$ cat src/rtl/light_package.sv
// Shared light colours and defaults for the two-street
// traffic light controller and its environment models.
package light_package;

  typedef enum logic [1:0] {
    red,
    yellow,
    green
  } colors;

  parameter int PASS_CYC_DEF = 2;

  // Holding a colour is always fine; otherwise only g->y->r->g.
  function automatic logic step_ok(
    input colors from,
    input colors to
  );
    logic ok;
    ok = 1'b0;
    if (from == to) begin
      ok = 1'b1;
    end else begin
      unique case (from)
        red:     ok = (to == green);
        yellow:  ok = (to == red);
        green:   ok = (to == yellow);
        default: ok = 1'b0;
      endcase
    end
    return ok;
  endfunction

endpackage

$ cat src/rtl/tlc_lane_queue.sv
// One street's car queue: saturating counter, green-light
// pass timer and light sequence checker.
module tlc_lane_queue
  import light_package::*;
#(
  parameter int QW       = 4,
  parameter int PASS_CYC = PASS_CYC_DEF
) (
  input  logic          clk,
  input  logic          reset,
  input  logic          arr,
  input  colors         light,
  output logic [QW-1:0] cnt,
  output logic          busy,
  output logic          ovf,
  output logic          seq_err
);

  localparam int TW = (PASS_CYC > 1) ? $clog2(PASS_CYC) : 1;
  localparam logic [TW-1:0] LAST = TW'(PASS_CYC - 1);
  localparam logic [QW-1:0] MAX  = '1;

  logic [TW-1:0] ptmr;
  colors         prev;
  logic          active;
  logic          dep;
  logic          full;

  assign busy   = (cnt != '0);
  assign active = (light == green) && busy;
  assign dep    = active && (ptmr == LAST);
  assign full   = (cnt == MAX);

  always_ff @(posedge clk or negedge reset) begin
    if (!reset) begin
      cnt     <= '0;
      ptmr    <= '0;
      ovf     <= 1'b0;
      seq_err <= 1'b0;
      prev    <= red;
    end else begin
      // Partial green time is discarded on any interruption.
      ptmr <= (active && !dep) ? ptmr + 1'b1 : '0;
      if (arr && !dep) begin
        if (full) ovf <= 1'b1;
        else      cnt <= cnt + 1'b1;
      end else if (dep && !arr) begin
        cnt <= cnt - 1'b1;
      end
      if (!step_ok(prev, light)) seq_err <= 1'b1;
      prev <= light;
    end
  end

endmodule

$ cat src/rtl/tlc_lane_sensor.sv
// Environment model for the traffic light controller:
// two car queues plus a both-not-red safety monitor.
module tlc_lane_sensor
  import light_package::*;
#(
  parameter int QW       = 4,
  parameter int PASS_CYC = PASS_CYC_DEF
) (
  input  logic          clk,
  input  logic          reset,
  input  logic          arr_a,
  input  logic          arr_b,
  input  colors         La,
  input  colors         Lb,
  output logic          Ta,
  output logic          Tb,
  output logic [QW-1:0] cnt_a,
  output logic [QW-1:0] cnt_b,
  output logic [1:0]    ovf,
  output logic          unsafe,
  output logic          seq_err
);

  logic seq_a;
  logic seq_b;

  tlc_lane_queue #(
    .QW       (QW),
    .PASS_CYC (PASS_CYC)
  ) u_lane_a (
    .clk     (clk),
    .reset   (reset),
    .arr     (arr_a),
    .light   (La),
    .cnt     (cnt_a),
    .busy    (Ta),
    .ovf     (ovf[0]),
    .seq_err (seq_a)
  );

  tlc_lane_queue #(
    .QW       (QW),
    .PASS_CYC (PASS_CYC)
  ) u_lane_b (
    .clk     (clk),
    .reset   (reset),
    .arr     (arr_b),
    .light   (Lb),
    .cnt     (cnt_b),
    .busy    (Tb),
    .ovf     (ovf[1]),
    .seq_err (seq_b)
  );

  assign seq_err = seq_a | seq_b;

  always_ff @(posedge clk or negedge reset) begin
    if (!reset) begin
      unsafe <= 1'b0;
    end else if ((La != red) && (Lb != red)) begin
      unsafe <= 1'b1;
    end
  end

endmodule
$ cat config.mk
export PLATFORM = sky130hd
export DESIGN_NAME = tlc_lane_sensor
export DESIGN_NICKNAME = d
export VERILOG_FILES = /design/src/rtl/light_package.sv /design/src/rtl/tlc_lane_queue.sv /design/src/rtl/tlc_lane_sensor.sv
export SDC_FILE = /design/constraint.sdc
export NUM_CORES = 1
export LEC_CHECK = 0
export ABC_AREA = 0
export BUFFER_PORTS_ARGS = -buffer_cell sky130_fd_sc_hd__buf_4
export CAP_MARGIN = 15
export CORE_MARGIN = 2
export CORE_UTILIZATION = 38
export DETAILED_ROUTE_END_ITERATION = 16
export PLACE_DENSITY = 0.58
export SYNTH_ARGS = -nofsm -noshare
export SYNTH_HDL_FRONTEND = slang
export SYNTH_SLANG_ARGS = --single-unit
$ cat constraint.sdc
create_clock -name clk -period 6.46 [get_ports clk]
set_clock_uncertainty 0.15 [all_clocks]
set_input_delay 1.615 -clock clk [delete_from_list [all_inputs] [get_ports clk]]
set_output_delay 1.615 -clock clk [all_outputs]
set_load 0.01 [all_outputs]
Word-level counts from Yosys, hierarchy flattened
Cells that the tools add are included.

cells by class
  add/sub/neg operators = 6
  eq/ne operators = 14
  multiplexer cells = 12
  bitwise operators = 1
  reductions and logical operators = 29

operator list
  cell                                                                 number
  4-bit two-way mux                                                    6
  1-bit logical AND                                                    11
  4-bit by 1-bit adder with 4-bit output (second input constant)       2
  2-bit by 1-bit == test with 1-bit output (second input constant)     4
  2-bit == test (second input constant)                                4
  4-bit == test (second input constant)                                2
  2-bit logical NOT                                                    4
  2-bit AND reduction                                                  4
  2-bit nonzero test                                                   4
  4-bit nonzero test                                                   2
  4-bit by 1-bit subtractor with 4-bit output (second input constant)  2
  1-bit one-hot mux with 3 select lines                                2
  2-bit == test                                                        2
  1-bit logical NOT                                                    4
  1-bit two-way mux                                                    4
  2-bit inequality test (second input constant)                        2
  1-bit adder (second input constant)                                  2
  1-bit bitwise OR                                                     1

storage, ports and cells
  flip-flop bits (word level) = 19
  input port bits = 8
  output and inout port bits = 14
  word-level logic and storage cells = 73

Depth between registers and ports, before layout
Gate-level depths: netlist of run 1.

  word-level depth = 7
  depth in mapped cells = 9
  gate-level depth less buffers = 9

Modules after synthesis
A second synthesis of run 1 with hierarchy kept.

second synthesis, totals
  cells, all modules = 76
  area, all modules = 972.2 µm²

modules (own cells, without submodules)
  module           instances  cells each  area each (µm²)  sequential area each (µm²)
  tlc_lane_queue   2          36          464.2            225.2
  tlc_lane_sensor  1          4           43.8             25.0

Worst setup path after synthesis of run 1
OpenSTA, ideal clock, no wires.

  path kind = input to register
  from = input Lb[0]
  to = register u_lane_b.cnt[3]
  library setup time = 0.079 ns
  arrival = 3.266 ns
  required time = 6.231 ns
  slack = 2.964 ns
  stages on the path = 7
  buffers on the path = 0
  cells stage by stage = nand3b_2 > o21ai_1 > ha_1 > a21o_1 > a21oi_1 > mux2i_4 > xor2_1

on the way
  word-level cells in the longest chain between the ends = 7
  elaborated cells between the ends (all ways) = 10
  classes of those cells = eq/ne: 2; mux: 1; reduce/logical: 7

ends and longest elaborated chain
  item                                                                          RTL line               RTL
  start: declaration                                                            tlc_lane_sensor.sv:14  input colors Lb,
  2-bit == test *                                                               tlc_lane_queue.sv:30   assign active = (light == green) && busy;
  1-bit logical AND *                                                           tlc_lane_queue.sv:30
  1-bit logical AND *                                                           tlc_lane_queue.sv:31   assign dep = active && (ptmr == LAST);
  1-bit logical NOT                                                             tlc_lane_queue.sv:44   if (arr && !dep) begin
  1-bit logical AND                                                             tlc_lane_queue.sv:44
  2-bit inequality test (no line) / 2-bit nonzero test (equally long branches)  n/a
  2-bit AND reduction (no line)                                                 n/a
  end signal: assignment                                                        tlc_lane_queue.sv:46   else cnt <= cnt + 1'b1;
  end signal: assignment                                                        tlc_lane_queue.sv:48   cnt <= cnt - 1'b1;
  end: declaration                                                              tlc_lane_queue.sv:13   output logic [QW-1:0] cnt,

Mark *: on every way between the ends. The rest lies on a longest branch, timed or not.
A chain may end at the register's enable or synchronous reset.

Final worst setup path of run 1
Ends and elaborated chain as after synthesis.

==> results.yml, run 1 <==
outcome:
  status: "finished, final reports clean"
drt:
  wl_per_cell_um: 13.4
  drc: 0
  first_pass_iters: 4
  antenna_left: 0
  routed_wl_mm: 1.94
  drtIter0Drc: 24
  vias: 775
  via_per_inst: 5.34
sta:
  hold_ws_ns: 0.310
  grt_setup_unrepaired: "no"
  tightest_slew_ns: 0.435
  maxSlewHeadroom_pct: 70.8
  max_freq_ghz: 0.290
  finalMaxSlewViolations: 0
  fin_crit_sh_pct: 53.3
  finalSetupTns_ns: 0
  setup_violations: 0
  hold_viol_final: 0
  period_minus_slack_ns: 3.44
setup_path:
  critical_path_class: "in2reg"
  cp-start-kind: "input port"
  required_ns: 6.54
  cp_top_family: "compound AO/OA/AOI/OAI gates"
  crit_arrival_ns: 3.52
  r2r-start: "u_lane_b.cnt[0]$_DFFE_PN0P_"
  critPathMaxFanout: 6
  r2r_cells: 7
  worst-path-buf-inv: 1
  slowest_delay_ns: 0.38
  path_cells: "buf_4 -> nand3b_2 -> o21ai_1 -> ha_1 -> a21o_1 -> a21oi_1 -> mux2i_4 -> xor2_1"
  worst_setup_path_end_kind: "flip-flop"
  reg2reg_to: "u_lane_b.cnt[3]$_DFFE_PN0P_"
  cpMaxStageDelayCell: "o21ai_1"
  crit_start: "Lb[0]"
  reg2reg_slack_ns: 3.85
  cp.depth: 8
layout:
  antennaDiodeCount: 0
  fin_nets: 129
  area_growth_pct: 19.3
  design_area_um2: 1290
  drive_gt1_share_pct: 29.8
synthesis:
  synthAdderAreaFrac_pct: 8.33
  syn_area_um2: 1080
  yosys.area_share.simple_pct: 19.2
  synth_compound_area_share_pct: 13.7
  ys_types: 36
  synth_top_area_cell: "dfrtp_1"
  synthMuxAreaShare_pct: 6.71
  yosysTopAreaCellShare_pct: 44.0
  synthFlopType: "dfrtp_1"
  synth_top_family_by_area: "simple AND/OR/NAND/NOR gates"
  synth_edf_count: 0
  synth_most_common_cell: "dfrtp_1"
  synthCells: 91
  synth_area_leaders: "dfrtp_1, ha_1, mux2i_1, nor4_4, fa_1"
  yosys_warnings: 0
  synth.avg_cell_area_um2: 11.9
  yosysSeqAreaShare_pct: 44.0
  synth_xor_area_share_pct: 5.67
  ys_top_cells_by_count: "dfrtp_1, mux2i_1, nand2_1, nor2b_1"
  ys_ff_latch: 19
  synth_fp_nets: 105
  async_flop_share_pct: 100
placed_design:
  hpwl_mm: 1.44
  gp_congestion: 0.715
  place_area_um2: 1260
  io_buffers: 21
global_route:
  grt_pass1_vias: 760
  grt_max_degree: 20
  grt_pass1_wl_mm: 3.49
  grtUsageTotal_pct: 13.6
  grt_overflow: 0
  antenna_found_initial: 0
clocking:
  max-clock-path-buffers: 2
  cts_buffers: 3
  clkTransAtPathRegs_ns: 0.11
  cts.sinks: 19
  h-tree-depth: 1
  cts-resized-gates: 0
  tritoncts: "yes"
  post_cts_buffers: 0
  clock_latency_ns: 0.30
  hold_buffers: 0
  cts_root_buf: "clkbuf_4"
power:
  ir_drop_v: 0.000301
  power_uw: 508
  p_leak_nw: 0.552
  p_per_area_nw_per_um2: 394
floorplanning:
  floorplan.initialDensity_pct: 39.5
  die_x_um: 57.3
  core_um2: 2730
  ioPinCount: 22
  die_area_um2: 3290
  rows: 19
  die_h_um: 57.3
run:
  cap_violations: 0
worst_hold_path:
  hp-start: "u_lane_b.ptmr$_DFF_PN0_"
  holdPathStages: 1
  whs_endpoint: "u_lane_b.ptmr$_DFF_PN0_"
  hold_class: "reg2reg"
## cell type report
type / count / area [um^2]
Clock buffer: 3 / 22.5
Fill cell: 257 / 1440
Tap cell: 31 / 38.8
Timing Repair Buffer: 21 / 158
Multi-Input combinational cell: 67 / 579
Clock inverter: 1 / 5.00
Inverter: 3 / 11.3
Sequential cell: 19 / 475
## kinds of logic (layout without fill, tap and decap cells)
kind of cell | after synthesis | after routing
AOI/OAI and AO/OA | 21 | 21
xor gates and xnor gates | 7 | 7
adders and majority gates | 6 | 6
buffers and inverters | 5 | 28
DFF | 19 | 19
muxes | 6 | 6
and+or+nand+nor | 27 | 27
## worst max-delay path by stage
| stage | to | slack (ns) |
|---|---|---|
| 6_report | u_lane_b.cnt[3]$_DFFE_PN0P_ | 3.02 |
| 5_1_grt | u_lane_b.cnt[3]$_DFFE_PN0P_ | 2.84 |
| 3_5_place_dp | u_lane_b.cnt[3]$_DFFE_PN0P_ | 2.67 |
| 4_1_cts | u_lane_b.cnt[3]$_DFFE_PN0P_ | 3.01 |
| 2_1_floorplan | u_lane_b.cnt[3]$_DFFE_PN0P_ | 2.96 |
| 3_3_place_gp | u_lane_b.cnt[3]$_DFFE_PN0P_ | 2.73 |
## worst reg2reg max path, cell delays in order (launching register included)
cell and delay (ns):
dfrtp_1 0.50, nor4_4 0.44, o21ai_1 0.26, ha_1 0.33
a21o_1 0.17, a21oi_1 0.26, mux2i_4 0.28, xor2_1 0.15
## state kept, by name, summed over array words and instances, names as in the netlist
signal	flops
u_lane_a.cnt	4
u_lane_a.ovf	1
u_lane_a.prev	2
u_lane_a.ptmr	1
u_lane_a.seq_err	1
u_lane_b.cnt	4
u_lane_b.ovf	1
u_lane_b.prev	2
u_lane_b.ptmr	1
u_lane_b.seq_err	1
unsafe	1
## cells in the final DEF, fill, tap and decap left out, types with 2 or more instances in the layout
cell type	instances
nand2b_1	2
or2_1	2
xor2_1	3
nor2b_1	5
dfrtp_1	19
ha_1	4
a211oi_1	2
clkbuf_4	3
a21oi_1	4
nand4_1	2
xnor2_1	4
buf_4	21
a31oi_1	2
o211ai_1	2
nor4_4	2
o21bai_1	2
mux2i_1	5
inv_1	2
fa_1	2
a2bb2oi_1	2
o21ai_1	2
nand2_1	5
a21o_1	2
## report_power, final
group | switching [mW] | internal (mW) | leakage, nW | total [mW]
combinational | 0.104 | 0.127 | 0.324 | 0.231
clock | 0.0388 | 0.0231 | 0.0177 | 0.0618
sequential | 0.0632 | 0.152 | 0.210 | 0.215
total | 0.206 | 0.303 | 0.552 | 0.508
## routing by layer
| layer | GRT usage, % | vias up | part of all wire [%] |
|---|---|---|---|
| li1 | - | 380 | - |
| met1 | 19.0 | 371 | 47 |
| met2 | 20.4 | 18 | 46 |
| met3 | 3.63 | 6 | 4.6 |
| met4 | 5.32 | 0 | 2.0 |
| met5 | 0 | - | 0 |
## per-stage QoR
step | utilization (%) | setup WS, ns | instances
6_report | 47.2 | 3.02 | 145
4_1_cts | 47.2 | 3.01 | 145
3_3_place_gp | 46.2 | 2.73 | 141
5_1_grt | 47.2 | 2.84 | 145
2_1_floorplan | - | 2.96 | 91
3_5_place_dp | 46.2 | 2.67 | 141
Note: power is estimated with default switching activity, not from simulation.
==> run 2, diff against run 1 <==
ABC_AREA = 1   (was 0)
clock period = 3.25 ns   (was 6.46 ns; I/O delays follow)
==> run 2 against run 1 <==
  * First-iteration DRC count is 17% higher
  * Worst setup slack worse by 2.0 ns
  * Combinational power is 87% higher
  * Wire length is 4.4% lower
  * Flip-flop and latch count stayed put
  * Die area is 2.4% lower
  * Utilization is 0.24 points lower
  * Clock power is 86% higher
  * Power is 88% higher
  * Critical path type unchanged
  * Largest power group unchanged
==> results.yml, run 2 <==
sta:
  finalSetupTns_ns: 0
  hold_ws_ns: 0.225
  setup_violations: 0
  tightest_slew_ns: 0.270
  hold_viol_final: 0
  period_minus_slack_ns: 2.22
  maxSlewHeadroom_pct: 82.0
  max_freq_ghz: 0.450
  grt_setup_unrepaired: "no"
  finalMaxSlewViolations: 0
  fin_crit_sh_pct: 68.4
synthesis:
  synth.avg_cell_area_um2: 9.16
  ys_ff_latch: 19
  synth_top_area_cell: "dfrtp_1"
  ys_top_cells_by_count: "nand2_1, dfrtp_1, inv_1"
  yosys_warnings: 0
  syn_area_um2: 1050
  async_flop_share_pct: 100
  synth_edf_count: 0
  ys_types: 21
  synth_area_leaders: "dfrtp_1, nand2_1, inv_1, ha_1, fa_1"
  synth_fp_nets: 129
  synthCells: 115
  yosysTopAreaCellShare_pct: 45.1
  yosysSeqAreaShare_pct: 45.1
  synthFlopType: "dfrtp_1"
  synth_most_common_cell: "nand2_1"
setup_path:
  worst_setup_path_end_kind: "flip-flop"
  crit_arrival_ns: 2.26
  critPathMaxFanout: 5
  critical_path_class: "in2reg"
  required_ns: 3.29
  cp-start-kind: "input port"
drt:
  wirelength_met1_um: 906
  via_per_inst: 4.91
  first_pass_iters: 4
  antenna_left: 0
  routed_wl_mm: 1.86
  wl_met3_um: 104
  drtIter0Drc: 28
  top_layer_used: "met4"
  wl_per_cell_um: 11.0
  vias: 830
  drc: 0
  wl_met2_um: 826
outcome:
  status: "finished, final reports clean"
placed_design:
  place_area_um2: 1230
  io_buffers: 21
  hpwl_mm: 1.47
  gp_congestion: 0.802
floorplanning:
  die_h_um: 56.7
  floorplan.initialDensity_pct: 39.2
  die_x_um: 56.7
  rows: 19
  core_um2: 2690
  ioPinCount: 22
  die_area_um2: 3210
layout:
  final_common_cell: "nand2_1"
  area_growth_pct: 19.7
  antennaDiodeCount: 0
  drive_gt1_share_pct: 27.5
  fin_nets: 153
  final_util_pct: 46.9
  design_area_um2: 1260
  final_cell_mix: "nand2_1, buf_4, dfrtp_1, inv_1"
  reg_top3: "u_lane_a.cnt: 4 flops, u_lane_b.cnt: 4 flops"
global_route:
  grt_pass1_vias: 761
  grt_pass1_wl_mm: 3.48
  grt_overflow: 0
  antenna_found_initial: 0
  grt_max_degree: 20
  grtUsageTotal_pct: 13.7
clocking:
  tritoncts: "yes"
  cts-resized-gates: 0
  clkTransAtPathRegs_ns: 0.10
  max-clock-path-buffers: 2
  h-tree-depth: 1
  cts_buffers: 3
  cts_root_buf: "clkbuf_4"
  cts.sinks: 19
  hold_buffers: 0
  clock_latency_ns: 0.29
  post_cts_buffers: 0
power:
  power_uw: 955
  p_leak_nw: 0.630
  ir_drop_v: 0.000522
  p_per_area_nw_per_um2: 757
worst_hold_path:
  hold_class: "in2async"
run:
  cap_violations: 0
==> run 2: changes by cell type in the layout (fill, tap and decap cells not counted), moves of 4 or more <==
cell / previous run / this run
nand2_1: 5 / 22
inv_1: 2 / 15
nand3_1: 0 / 6
mux2i_1: 5 / 0
nor2_1: 1 / 6
nor2b_1: 5 / 0
nand2_2: 0 / 4
nand3_2: 0 / 4
nand4_1: 2 / 6
nor2_2: 0 / 4
==> run 2: worst paths after layout <==
check	from	to	slack [ns]	cells past startpoint
setup / recovery	Lb[1]	u_lane_b.cnt[3]$_DFFE_PN0P_	1.03	14
hold / removal	reset	u_lane_a.seq_err$_DFFE_PN0N_	0.23	1
setup reg to reg	u_lane_b.cnt[0]$_DFFE_PN0P_	u_lane_b.cnt[3]$_DFFE_PN0P_	1.16	13
hold reg to reg	u_lane_a.ptmr$_DFF_PN0_	u_lane_a.ptmr$_DFF_PN0_	0.32	1
max in group asynchronous	reset	u_lane_a.cnt[3]$_DFFE_PN0P_	2.53	1
min in group clk	u_lane_a.ptmr$_DFF_PN0_	u_lane_a.ptmr$_DFF_PN0_	0.32	1
==> run 2: cells by family after synthesis <==
logic type	after synthesis	share of synthesized area, %
flip-flops	19	45.1
AND/OR/NAND/NOR	54	27.1
buffers and inverters	17	6.77
XOR/XNOR	4	3.33
AO/OA/AOI/OAI	15	9.14
adder cells (fa/ha/maj)	6	8.55
==> run 2: layout make-up <==
type | count | area (um^2)
fill | 264 | 1430
multi-input combinational | 79 | 507
sequential | 19 | 475
timing repair buffer | 21 | 158
inverter | 15 | 56.3
tap | 31 | 38.8
clock buffer | 4 | 26.3
==> run 2: metal layers <==
layer  global-route usage, %  up-vias
met2                    21.1       18
li1                        -      424
met1                    18.8      386
met4                    5.10        0
met3                    3.00        2
met5                       0        -
==> run 2: power breakdown <==
part / switching [mW] / internal (mW)
combinational: 0.217 / 0.216
sequential: 0.103 / 0.303
clock: 0.0677 / 0.0476
total: 0.388 / 0.567
==> run 2: per-stage QoR <==
stage,worst slack [ns],std cells
5_1_grt,0.864,169
2_1_floorplan,0.983,115
6_report,1.03,169
4_1_cts,1.04,169
3_5_place_dp,0.725,165
3_3_place_gp,0.739,165
==> run 2: worst max-delay path, cell delays in order <==
cell and delay [ns]:
buf_4 0.09, inv_1 0.07, nor2_2 0.15, nand3_2 0.13, nand2_2 0.13, ha_1 0.28
nand2_1 0.08, nand2_1 0.04, a21oi_1 0.15, inv_1 0.06, nand2_1 0.08, nand3_1 0.08
nand2_1 0.06, nand2_1 0.05
==> run 3, diff against run 2 <==
ABC_AREA = 0   (was 1)
PLACE_DENSITY = 0.6   (was 0.58)
clock period = 1.8 ns   (was 3.25 ns; I/O delays follow)
==> run 3 against run 2 <==
  * The flow now finishes with violations (setup timing)
  * Flip-flop and latch count did not move
  * Combinational power increased to 3.0 times the previous value
  * Clock power grew 94%
  * Sequential power rose by 65%
  * Hold slack worse by 0.0088 ns
  * Non-clock buffer count grew 30
  * Utilization increased by 12 points
  * Global-route usage up 2.8 points
  * First-iteration DRC count decreased by 64%
  * Largest cell class unchanged
==> results.yml, run 3 (synthesis gave the netlist of run 1 again) <==
worst_hold_path:
  hp-start: "Lb[0]"
  holdPathStages: 2
  whs_endpoint: "u_lane_b.prev[0]$_DFF_PN0_"
  hold_class: "in2reg"
sta:
  worst_slack_ns: -0.342
  finalSetupTns_ns: -2.03
  grt_setup_unrepaired: "yes"
  fin_crit_sh_pct: 119
  tightest_slew_ns: 0.275
  finalMaxSlewViolations: 0
  hold_viol_final: 0
  period_minus_slack_ns: 2.14
  maxSlewHeadroom_pct: 81.5
  max_freq_ghz: 0.467
  setup_violations: 8
setup_path:
  reg2reg_slack_ns: -0.34
  worst-path-buf-inv: 0
  worst_setup_path_end_kind: "flip-flop"
  cp_top_family: "compound AO/OA/AOI/OAI gates"
  r2r_cells: 7
  critical_path_class: "reg2reg"
  reg2reg_to: "u_lane_b.cnt[3]$_DFFE_PN0P_"
  required_ns: 1.88
  critPathMaxFanout: 2
  crit_arrival_ns: 2.22
  cpMaxStageDelayCell: "dfrtp_1"
  cp.depth: 7
  path_cells: "nor4_4 -> o21ai_2 -> ha_1 -> a21o_1 -> a21oi_2 -> mux2i_4 -> xor2_1"
  r2r-start: "u_lane_b.cnt[0]$_DFFE_PN0P_"
  cp-start-kind: "flip-flop"
  slowest_delay_ns: 0.43
layout:
  final_cells: 175
  area_growth_pct: 48.8
  drive_gt1_share_pct: 55.6
  final_util_pct: 58.9
  design_area_um2: 1610
  fin_nets: 159
  antennaDiodeCount: 0
  final_common_cell: "buf_4"
  fill_cells: 243
  reg_top3: "u_lane_a.cnt: 4 flops, u_lane_b.cnt: 4 flops"
  final_cell_mix: "buf_4, dfrtp_1, nor2b_1, mux2i_1, buf_6"
global_route:
  grt_pass1_vias: 931
  grt_busiest_layer: "met2"
  grt_overflow: 0
  grtUsageTotal_pct: 16.5
  grt_pass1_wl_mm: 4.15
  antenna_found_initial: 0
  use_met3_pct: 1.59
  grt_max_degree: 20
  grtUsageMet2_pct: 27.4
  grt_use_met1_pct: 20.4
drt:
  drtIter0Drc: 10
  via_per_inst: 5.24
  drc: 0
  first_pass_iters: 4
  wl_per_cell_um: 13.6
  vias: 917
  antenna_left: 0
  routed_wl_mm: 2.39
clocking:
  clkTransAtPathRegs_ns: 0.12
  tritoncts: "yes"
  cts_buffers: 3
  cts.sinks: 19
  cts_root_buf: "clkbuf_4"
  clock_latency_ns: 0.30
  h-tree-depth: 1
  max-clock-path-buffers: 2
power:
  power_mw: 2.21
  p_per_area_nw_per_um2: 1380
  ir_drop_v: 0.00110
  p_leak_nw: 0.707
placed_design:
  io_buffers: 21
  place_area_um2: 1490
  gp_congestion: 0.741
  dp.cells: 165
  hpwl_mm: 1.77
floorplanning:
  die_h_um: 57.3
  die_x_um: 57.3
  ioPinCount: 22
  rows: 19
  die_area_um2: 3290
  floorplan.initialDensity_pct: 39.5
  core_um2: 2730
outcome:
  status: "finished with violations"
  violations: "setup timing"
run:
  cap_violations: 0
## run 3: cell types whose count changed in the layout (fill, tap and decap cells not counted), moves of 5 or more
cell / delta
nor2_1: -5
inv_1: -15
buf_6: +5
buf_4: +24
nand3_1: -6
nor2b_1: +5
mux2i_1: +5
nand2_1: -18
## run 3: where the power goes
group	internal, mW	switching (mW)
combinational	0.721	0.601
sequential	0.557	0.113
clock	0.0828	0.140
total	1.36	0.854
## run 3: worst max path at each step
stage,startpoint,end,slack (ns)
after floorplan,u_lane_b.cnt[2]$_DFFE_PN0P_,u_lane_b.cnt[3]$_DFFE_PN0P_,-0.42
after global placement,Lb[0],u_lane_b.cnt[3]$_DFFE_PN0P_,-0.34
after detailed placement,Lb[0],u_lane_b.cnt[3]$_DFFE_PN0P_,-0.39
after CTS,u_lane_b.cnt[1]$_DFFE_PN0P_,u_lane_b.cnt[3]$_DFFE_PN0P_,-0.37
after global routing,u_lane_a.cnt[2]$_DFFE_PN0P_,u_lane_a.cnt[3]$_DFFE_PN0P_,-0.47
final,u_lane_b.cnt[0]$_DFFE_PN0P_,u_lane_b.cnt[3]$_DFFE_PN0P_,-0.34
## run 3: area by class of cell
| type | count | area [um^2] | area share, % |
|---|---|---|---|
| clock inverters | 1 | 5.00 | 0.311 |
| well taps | 31 | 38.8 | 2.41 |
| multi-input cells | 67 | 647 | 40.2 |
| clock buffers | 3 | 22.5 | 1.40 |
| repair buffers | 51 | 404 | 25.1 |
| inverters | 3 | 11.3 | 0.700 |
| flip-flops and latches | 19 | 480 | 29.9 |
## run 3: repair_timing
action / in CTS / in global routing
hold buffers: 1 / 0
endpoints found under the setup margin: 8 / 9
resized for setup: 8 / 4
endpoints found under the hold margin: 19 / 0
setup buffers: 3 / 3
pin swaps: 4 / 7
## run 3: layer usage
metal / routed length [um] / up-vias
met2: 1190 / 21
met5: 0 / -
met1: 1040 / 453
met3: 76 / 8
met4: 82 / 0
li1: - / 435
## run 3: metrics by stage
stage          setup slack, ns  hold slack, ns
6_report                -0.342           0.216
5_1_grt                 -0.467           0.209
4_1_cts                 -0.370           0.211
3_5_place_dp            -0.394           0.194
3_3_place_gp            -0.341           0.193
2_1_floorplan           -0.420         0.00441
